[config.mk]
export PLATFORM = sky130hd
export DESIGN_NAME = p2s_frame_flat
export DESIGN_NICKNAME = d
export VERILOG_FILES = /design/src/rtl/p2s_frame_if.sv /design/src/rtl/p2s_frame.sv /design/src/flat_wrapper.sv
export SDC_FILE = /design/constraint.sdc
export NUM_CORES = 1
export LEC_CHECK = 0
export CAP_MARGIN = 20
export CORE_MARGIN = 2
export CORE_UTILIZATION = 25
export DETAILED_ROUTE_END_ITERATION = 6
export PLACE_DENSITY = 0.44
export SETUP_SLACK_MARGIN = 0.05
export SYNTH_ARGS = -nofsm -noshare
export SYNTH_HDL_FRONTEND = slang
export SYNTH_SLANG_ARGS = --single-unit
[constraint.sdc]
create_clock -name clk -period 2.9 [get_ports clk]
set_input_delay 0.29 -clock clk [delete_from_list [all_inputs] [get_ports clk]]
set_output_delay 0.29 -clock clk [all_outputs]
set_load 0.1 [all_outputs]
[src/rtl/p2s_frame_if.sv]
// rtl/p2s_frame_if.sv - load/stream handshake bundle for the p2s_frame parallel-to-serial block
//
// Purpose: groups the frame-load side (d1..d8, load, load_rdy) and the serial
// output side (q, q_valid, q_ready, optional q_last) of p2s_frame.
// Optional feature macro: P2S_LAST_EN adds q_last.
//
// Signals (W = 2**N bits per word):
//   d1..d8    W  parallel frame, d1 newest (MSB word), d8 oldest (LSB word)
//   load      1  frame-valid strobe, sampled with load_rdy
//   load_rdy  1  block can accept a frame this cycle
//   q         W  serial output word
//   q_valid   1  q holds a valid word
//   q_ready   1  downstream accepts q
//   q_last    1  last beat of a frame (P2S_LAST_EN only)
// Modports: master = frame producer / word consumer, slave = p2s_frame.

interface p2s_frame_if #(
  parameter int N = 4
);
  localparam int W = 2 ** N;

  logic [W-1:0] d1;
  logic [W-1:0] d2;
  logic [W-1:0] d3;
  logic [W-1:0] d4;
  logic [W-1:0] d5;
  logic [W-1:0] d6;
  logic [W-1:0] d7;
  logic [W-1:0] d8;
  logic         load;
  logic         load_rdy;
  logic [W-1:0] q;
  logic         q_valid;
  logic         q_ready;
`ifdef P2S_LAST_EN
  logic         q_last;
`endif

`ifdef P2S_LAST_EN
  modport master (
    output d1, d2, d3, d4, d5, d6, d7, d8, load, q_ready,
    input  load_rdy, q, q_valid, q_last
  );
  modport slave (
    input  d1, d2, d3, d4, d5, d6, d7, d8, load, q_ready,
    output load_rdy, q, q_valid, q_last
  );
`else
  modport master (
    output d1, d2, d3, d4, d5, d6, d7, d8, load, q_ready,
    input  load_rdy, q, q_valid
  );
  modport slave (
    input  d1, d2, d3, d4, d5, d6, d7, d8, load, q_ready,
    output load_rdy, q, q_valid
  );
`endif
endinterface

[src/rtl/p2s_frame.sv]
// rtl/p2s_frame.sv - eight-word frame to serial word stream converter
//
// Purpose: captures an 8-word frame in one cycle and emits it one word per
// accepted beat, oldest word (d8) first, newest (d1) last. A new frame may be
// loaded in the same cycle as the final beat for gap-free streaming.
// Optional feature macro: P2S_LAST_EN drives q_last = q_valid & (cnt == 7).
//
// Ports:
//   clk    1  clock, rising edge
//   rst_n  1  asynchronous active-low reset
//   bus    p2s_frame_if.slave (d1..d8, load, load_rdy, q, q_valid, q_ready[, q_last])

module p2s_frame #(
  parameter int N = 4
) (
  input  logic        clk,
  input  logic        rst_n,
  p2s_frame_if.slave  bus
);
  localparam int W = 2 ** N;

  typedef enum logic {
    IDLE = 1'b0,
    SEND = 1'b1
  } state_t;

  state_t       r_state;
  state_t       w_next_state;
  logic [2:0]   r_cnt;
  logic [W-1:0] r_frame [8];   // index 0 holds d8 (first out), index 7 holds d1

  logic         w_accept;
  logic         w_beat;
  logic         w_cnt_last;

  // State register
  always_ff @(posedge clk or negedge rst_n) begin
    if (!rst_n) begin
      r_state <= IDLE;
    end else begin
      r_state <= w_next_state;
    end
  end

  // Next state and handshake outputs
  always_comb begin
    w_next_state = r_state;
    w_cnt_last   = (r_cnt == 3'd7);
    bus.q_valid  = 1'b0;
    bus.load_rdy = 1'b0;
    bus.q        = r_frame[r_cnt];
    w_beat       = 1'b0;
    w_accept     = 1'b0;

    case (r_state)
      IDLE: begin
        bus.load_rdy = 1'b1;
        w_accept     = bus.load;
        if (w_accept) begin
          w_next_state = SEND;
        end
      end
      SEND: begin
        bus.q_valid  = 1'b1;
        w_beat       = bus.q_ready;
        // The slot frees up only as the final word leaves, so a reload can
        // overlap that beat without losing or repeating a word.
        bus.load_rdy = w_cnt_last & bus.q_ready;
        w_accept     = bus.load & bus.load_rdy;
        if (w_beat && w_cnt_last && !w_accept) begin
          w_next_state = IDLE;
        end
      end
      default: begin
        w_next_state = IDLE;
      end
    endcase
  end

`ifdef P2S_LAST_EN
  assign bus.q_last = bus.q_valid & w_cnt_last;
`endif

  // Beat counter and frame register. Clearing the frame on reset makes q
  // read 0 immediately while rst_n is low.
  always_ff @(posedge clk or negedge rst_n) begin
    if (!rst_n) begin
      r_cnt <= 3'd0;
      for (int i = 0; i < 8; i++) begin
        r_frame[i] <= '0;
      end
    end else if (w_accept) begin
      r_cnt      <= 3'd0;
      r_frame[0] <= bus.d8;
      r_frame[1] <= bus.d7;
      r_frame[2] <= bus.d6;
      r_frame[3] <= bus.d5;
      r_frame[4] <= bus.d4;
      r_frame[5] <= bus.d3;
      r_frame[6] <= bus.d2;
      r_frame[7] <= bus.d1;
    end else if (w_beat) begin
      // Wraps 7 -> 0 on the final beat, leaving cnt = 0 in IDLE.
      r_cnt <= r_cnt + 3'd1;
    end
  end
endmodule

[src/flat_wrapper.sv]
// flat-port wrapper written by rule: the top's interface ports become plain ports
module p2s_frame_flat 
#(
  parameter int N = 4
)
  (clk, rst_n, bus_d1, bus_d2, bus_d3, bus_d4, bus_d5, bus_d6, bus_d7, bus_d8, bus_load, bus_q_ready, bus_load_rdy, bus_q, bus_q_valid);
  p2s_frame_if #(.N(N)) bus_i ();
  input  logic clk;
  input  logic rst_n;
  input wire logic [$bits(bus_i.d1)-1:0] bus_d1;
  input wire logic [$bits(bus_i.d2)-1:0] bus_d2;
  input wire logic [$bits(bus_i.d3)-1:0] bus_d3;
  input wire logic [$bits(bus_i.d4)-1:0] bus_d4;
  input wire logic [$bits(bus_i.d5)-1:0] bus_d5;
  input wire logic [$bits(bus_i.d6)-1:0] bus_d6;
  input wire logic [$bits(bus_i.d7)-1:0] bus_d7;
  input wire logic [$bits(bus_i.d8)-1:0] bus_d8;
  input wire logic [$bits(bus_i.load)-1:0] bus_load;
  input wire logic [$bits(bus_i.q_ready)-1:0] bus_q_ready;
  output wire logic [$bits(bus_i.load_rdy)-1:0] bus_load_rdy;
  output wire logic [$bits(bus_i.q)-1:0] bus_q;
  output wire logic [$bits(bus_i.q_valid)-1:0] bus_q_valid;
  assign bus_i.d1 = bus_d1;
  assign bus_i.d2 = bus_d2;
  assign bus_i.d3 = bus_d3;
  assign bus_i.d4 = bus_d4;
  assign bus_i.d5 = bus_d5;
  assign bus_i.d6 = bus_d6;
  assign bus_i.d7 = bus_d7;
  assign bus_i.d8 = bus_d8;
  assign bus_i.load = bus_load;
  assign bus_i.q_ready = bus_q_ready;
  assign bus_load_rdy = bus_i.load_rdy;
  assign bus_q = bus_i.q;
  assign bus_q_valid = bus_i.q_valid;
  p2s_frame #(.N(N)) u_core (.clk(clk), .rst_n(rst_n), .bus(bus_i));
endmodule
======== Word level (Yosys, flattened, before mapping) ========
Index checks and enable logic that the tools add are counted.
storage, ports and cells
  register bits after elaboration ......... 132
operators by class
  multiplexer cells ....................... 12
  reduce and logical (&&, ||, !) cells .... 4
  bitwise gates (word level) .............. 4
  add/subtract/negate cells ............... 1
  equality and inequality tests ........... 1
  $lt $le $gt $ge ......................... 1
operators by type and width
  kind                                         count
  binary-select mux 16 bit (select 3 bit)      1
  2-to-1 mux 16 bit                            2
  2-to-1 mux 3 bit                             2
  case mux 1 bit (2 select lines)              3
  >= comparator 4 bit, second input constant   1
  2-to-1 mux 1 bit                             4
  NOT 3 -> 4 bit                               1
  adder 3 x 1 -> 3 bit, second input constant  1
  == test 3 bit, second input constant         1
  bitwise AND 1 bit                            2
  logical AND 1 bit                            2
  nonzero test 2 bit                           1
  zero test 1 bit                              1
  NOT 1 bit                                    1

======== Depth between registers and ports, before layout ========
Gate-level depths: netlist (run 1).
  depth in word-level cells ............... 7
  mapped depth ............................ 7
  gate-level depth less buffers ........... 5

======== Worst setup path after synthesis (run 1) ========
Ideal clock, no wire load.
  path kind ............................... register to register
  from .................................... register u_core.r_state
  to ...................................... register u_core.r_frame[0] (netlist bit)
  library setup time ...................... 0.125 ns
  setup slack ............................. 0.480 ns
  arrival ................................. 2.295 ns
  stages on the path, launching flop included .. 6
  cell sequence ........................... dfrtp_1 a21bo_2 nand2_1 buf_2 buf_4 mux2_2
between the ends
  cells in the longest elaborated chain, start to end .. 2
ends and longest elaborated chain
  item                                 RTL line         RTL
  start, declared                      p2s_frame.sv:27  state_t r_state;
  start signal, assigned               p2s_frame.sv:41  r_state <= w_next_state;
  NOT 1 bit                            p2s_frame.sv:55  case (r_state)
  case mux 1 bit (2 select lines) (*)  p2s_frame.sv:55
  end, declared                        p2s_frame.sv:30  logic [W-1:0] r_frame [8];
Every way passes the cells marked *; elsewhere a longest branch is shown, timed or not.
A chain may end at the register's enable or synchronous reset.

======== Worst setup path in the final report (run 1) ========
  from .................................... register u_core.r_cnt[0]
  to ...................................... output port bus_q[8]
between the ends
  cells in the longest elaborated chain, start to end .. 4
ends and longest elaborated chain
  item                                                  RTL line            RTL
  start, declared                                       p2s_frame.sv:29     logic [2:0] r_cnt;
  start signal, assigned                                p2s_frame.sv:104    r_cnt <= r_cnt + 3'd1;
  NOT 3 -> 4 bit (implied by the code)                  p2s_frame.sv:51     bus.q = r_frame[r_cnt];
  binary-select mux 16 bit (select 3 bit)               p2s_frame.sv:51
  2-to-1 mux 16 bit (implied by the code) (2 in a row)  p2s_frame.sv:51
  end, declared                                         flat_wrapper.sv:21  output wire logic [$bits(bus_i.q)-1:0] bus_q;
No other way between the ends. The select of a mux whose other input is x is not followed.

==> impl_metrics.ini, run 1 <==
[critical_path]
crit_slowest_cell = mux4_1
r2r-end = u_core.r_frame[26]
cp.required_ns = 2.61
crit_type = reg -> out
start_kind = flip-flop
slowest_delay_ns = 0.64
worst_ep_arrival_time_ns = 2.34
crit_path_frequent_cell = buf_12
path_cells = buf_12, mux4_1, mux2_2, buf_12
r2r_start = u_core.r_cnt[0]
reg2regPathDepth = 7
critPathCaptureType = output pin
worstPathMaxFanout = 19
r2r_slack_ns = 0.50

[global_route]
antenna_found_initial = 5
grtUsageMet1 = 0.145
grt_usage = 0.121
grt_pass1_wl_um = 23400
gr-total-overflow = 0
grt_use_met2 = 0.198
grt_pass1_vias = 4109
grt_busiest_layer = met2
grt_max_degree = 86
gr-usage-met3 = 0.0594

[clocking]
cts_buffer_depth = 2
cts.sinks = 132
clk_latency_ns = 0.41
cts_max_level = 4
clk_pin_slew_ns = 0.06
cts_tree = built
root_buffer = clkbuf_16
cts_setup_buffers = 0
cts-buffers-inserted = 17

[sta]
hold_viol_final = 0
clock_skew_ns = 0.00873
worstMarginPinSlew_ns = 0.819
fmax_mhz = 380
slew_headroom = 0.454
finalCritPeriodShare = 0.907
setup_viol = 0
min_period_ns = 2.63
fin_tns_setup_ns = 0
slew_violations = 0
rsz0062_at_grt = no

[layout]
multiInputGateArea_um2 = 2540
area_delta_synth_final_pct = 43.3
seq_area_um2 = 3310
nets = 631
drive_gt1_frac = 0.420
num-fill-cells = 2288
design_area_um2 = 8610

[logic_synthesis]
synth.most_common_cell = mux2_2
synth_flop_cell = dfrtp_1
synth_cell_types = 15
synth_edf_count = 0
syn_avg_cell_area_um2 = 17.5
ys_ff_latch = 132
ys_warn_count = 0
syn_nets = 477
yosys.area.top_type = dfrtp_1
synthTopCellsByCount = mux2_2 (145), dfrtp_1 (132), mux4_1 (25)
syn_area_um2 = 6010
syn_inst = 343
synth-seq-area-share = 0.550
synth.area.top_cells = dfrtp_1 (55%), mux2_2 (27%), mux4_1 (11%)
ys_async_sr_fraction = 1.00
synth_top_area_share = 0.550

[drt]
vias = 3583
totalWireLength_um = 14600
drtIter0Drc = 132
wl_per_cell_um = 17.5
drc = 0
ant_nets = 0
drt-pass1-iter-count = 5
routed_via_density = 4.32

[pwr]
switching_share = 0.376
p_clk_frac = 0.224
pwr-share-comb = 0.476
ir_drop_uv = 942
power.internal_uw = 6580
power_density_nw_per_um2 = 1230
seqPwrFrac = 0.300
totalPowerFinal_uw = 10500
switchingPower_uw = 3960
leakagePower_uw = 0.00367

[worst_hold_path]
min_to = u_core.r_frame[82]
hold_depth = 2
min_path_type = in -> reg
hp-start = bus_d6[2]

[floorplanning]
die_w_um = 159
io-pin-count = 150
die-area_um2 = 25300
rows = 56
die_h_um = 159
design.core.area_um2 = 23500
start_util = 0.255

[place]
gp_congestion = 0.732
dp_hpwl_um = 10100
place_area_um2 = 7940
port_buffers = 149

[outcome]
status = finished clean

[flow_run]
max-cap-violations = 0
-- metal layers --
metal | vias up | wire length (um) | share of wire
li1 | 1620 | - | -
met1 | 1842 | 5980 | 0.41
met2 | 102 | 7200 | 0.49
met3 | 13 | 1230 | 0.085
met4 | 6 | 114 | 0.0078
met5 | - | 34 | 0.0023
-- flip-flops by register name, summed over array words and instances, names as in the netlist --
signal          cells
u_core.r_frame    128
u_core.r_cnt        3
u_core.r_state      1
-- critical path, delay by kind of cell, from the launching register on --
kind	cells	cell delay, ns
mux	2	0.97
flops	1	0.53
buf+inv	2	0.40
-- metrics by stage --
step | cells | worst slack, ns | utilization | hold slack [ns]
after global placement | 796 | 0.517 | 0.337 | 0.409
after floorplan | 343 | 0.480 | - | -0.00559
after global routing | 828 | 0.191 | 0.365 | 0.469
after detailed placement | 796 | 0.477 | 0.337 | 0.418
after CTS | 828 | 0.208 | 0.365 | 0.469
final | 830 | 0.269 | 0.366 | 0.487
-- cell usage in the layout, fill, tap and decap left out, types with 3 or more instances in the layout --
master,Yosys,layout
clkdlybuf4s50_1,0,130
mux4_1,25,25
bufinv_16,0,5
clkinvlp_4,0,3
mux4_2,7,7
buf_12,0,15
buf_4,13,12
mux2_2,145,145
dfrtp_1,132,130
clkbuf_16,0,17
-- kinds of logic after synthesis --
group,synth area share
multiplexers,0.409
flip-flops,0.550
buffers and inverters,0.0292
AO/OA/AOI/OAI,0.00542
AND/OR/NAND/NOR,0.00229
adder cells (fa/ha/maj),0.00417
-- power groups by stage --
| stage | clock, uW | combinational (uW) | sequential [uW] |
|---|---|---|---|
| 5_1_grt | 2520 | 5290 | 3280 |
| 3_3_place_gp | 0 | 5060 | 3160 |
| 6_report | 2360 | 5020 | 3160 |
| 2_1_floorplan | 0 | 3680 | 3010 |
| 3_5_place_dp | 0 | 5100 | 3200 |
| 4_1_cts | 2430 | 5120 | 3170 |
-- timing repair --
| action | 4_1_cts | 5_1_grt |
|---|---|---|
| hold buffers | 1 | 0 |
| resized for setup | 0 | 0 |
| endpoints found under the hold margin | 62 | 0 |
| endpoints found under the setup margin | 0 | 0 |
-- how the worst max path moves through the flow --
stage               startpoint                  to  slack, ns
2_1_floorplan   u_core.r_state   u_core.r_frame[0]       0.48
4_1_cts        u_core.r_cnt[0]            bus_q[3]       0.21
3_3_place_gp   u_core.r_cnt[0]  u_core.r_frame[23]       0.52
5_1_grt        u_core.r_cnt[0]            bus_q[6]       0.19
3_5_place_dp   u_core.r_cnt[0]  u_core.r_frame[86]       0.48
6_report       u_core.r_cnt[0]            bus_q[8]       0.27
-- area by class of cell --
cell class / count / area share
antenna: 2 / 0.000582
clock inverter: 12 / 0.0237
tap: 319 / 0.0464
sequential: 132 / 0.384
clock buffer: 19 / 0.0515
timing repair buffer: 159 / 0.199
multi-input combinational: 187 / 0.295
No activity file was read; power rests on OpenSTA's default activity.
==> run 2, diff against run 1 <==
- PLACE_DENSITY: 0.44 -> 0.46
==> run 2 against run 1 <==
Compared with the run above: the flow now finishes with violations (hold timing); sequential power increased by 3%; final area shrank 0.71%; die area is the same; critical endpoint is now bus_q[1]; largest power group unchanged.
==> impl_metrics.ini, run 2 (synthesis results as in run 1) <==
[layout]
largest_reg_flops = 128
area_delta_synth_final_pct = 42.2
biggestRegsByFlops = u_core.r_frame (128), u_core.r_cnt (3), u_core.r_state (1)
drive_gt1_frac = 0.418
layout_common_cells = mux2_2 (145), clkdlybuf4s50_1 (130), dfrtp_1 (130), mux4_1 (25), clkbuf_16 (17)
antenna_cells = 0
final_cells = 828
layout_commonest_cell = mux2_2
nets = 631
regMostFlops = u_core.r_frame

[sta]
slew_headroom = 0.430
finalCritPeriodShare = 0.942
rsz0062_at_grt = no
fmax_mhz = 366
worstMarginPinSlew_ns = 0.855
setup_viol = 0
fin_hold_ws_ns = -0.0388
fin_ws_ns = 0.167
min_period_ns = 2.73
hold_viol_final = 48
slew_violations = 0
fin_tns_setup_ns = 0
clock_skew_ns = 0.00596

[global_route]
gr-total-overflow = 0
grt_pass1_wl_um = 24100
grt_usage = 0.126
grt_pass1_vias = 4138
grt_max_degree = 92
antenna_found_initial = 1

[pwr]
power_density_nw_per_um2 = 1220
ir_drop_uv = 827
totalPowerFinal_uw = 10400
leakagePower_uw = 0.00365

[critical_path]
path_delay_family = multiplexers
crit_type = reg -> out
worst-path-buf-inv = 2
slowest_delay_ns = 0.58
path_cells = buf_4, mux4_1, mux2_2, buf_4
critPathCaptureType = output pin
crit_path_frequent_cell = buf_4
worstPathMaxFanout = 14
worst_ep_arrival_time_ns = 2.44
cp.required_ns = 2.61
start_kind = flip-flop
crit_slowest_cell = mux4_1

[flow_run]
max-cap-violations = 0

[clocking]
cts_resized = 0
cts_tree = built
clk_latency_ns = 0.41
cts_max_level = 4
cts-buffers-inserted = 17
cts.sinks = 132
hold_buffers = 0
cts_setup_buffers = 0
root_buffer = clkbuf_16
cts_buffer_depth = 2
clk_pin_slew_ns = 0.05

[drt]
drt-pass1-iter-count = 4
drc = 0
wl_per_cell_um = 18.5
routed_via_density = 4.33
ant_nets = 0
totalWireLength_um = 15300
vias = 3586
drtIter0Drc = 107

[worst_hold_path]
min_path_type = in -> async

[outcome]
status = finished with violations
violations = hold timing

[floorplanning]
die-area_um2 = 25300
start_util = 0.255
io-pin-count = 150
die_h_um = 159
rows = 56
design.core.area_um2 = 23500
die_w_um = 159

[place]
pre_cts_ws_ns = 0.572
port_buffers = 149
gp_congestion = 0.687
place_inst = 797
dp_hpwl_um = 10900
==> run 2: path summary, 6_finish.rpt <==
check,cells after the start,from,slack (ns),endpoint
min in group clk,2,bus_d5[15],0.49,u_core.r_frame[79]
max in group asynchronous,2,rst_n,2.07,u_core.r_frame[61]
min,1,rst_n,-0.04,u_core.r_frame[91]
max,4,u_core.r_cnt[0],0.17,bus_q[1]
min reg2reg,1,u_core.r_frame[123],0.49,u_core.r_frame[123]
max reg2reg,6,u_core.r_cnt[0],0.60,u_core.r_frame[113]
==> run 2: stage by stage <==
step           instance area, um^2  hold slack (ns)  utilization
3_5_place_dp                  7950            0.449        0.338
3_3_place_gp                  7950            0.433        0.338
6_report                      8540          -0.0388        0.363
5_1_grt                       8540           0.0301        0.363
4_1_cts                       8540          0.00601        0.363
2_1_floorplan                 6010         -0.00559            -
==> run 2: final cells by class <==
| cell class | instances | area, um^2 |
|---|---|---|
| fill | 2278 | 15000 |
| sequential | 132 | 3310 |
| multi-input combinational | 187 | 2540 |
| timing repair buffer | 159 | 1710 |
| clock buffer | 22 | 464 |
| tap | 319 | 399 |
| clock inverter | 9 | 129 |
==> run 2: layer usage <==
metal / global-route usage / routed length [um]
met1: 0.150 / 6420
met2: 0.217 / 7870
met3: 0.0453 / 842
met4: 0.0343 / 172
met5: 0 / 11
==> run 2: power by group <==
part	switching (uW)	total [uW]	internal, uW
combinational	2690	4970	2280
clock	781	2170	1390
sequential	515	3260	2740
total	3980	10400	6420
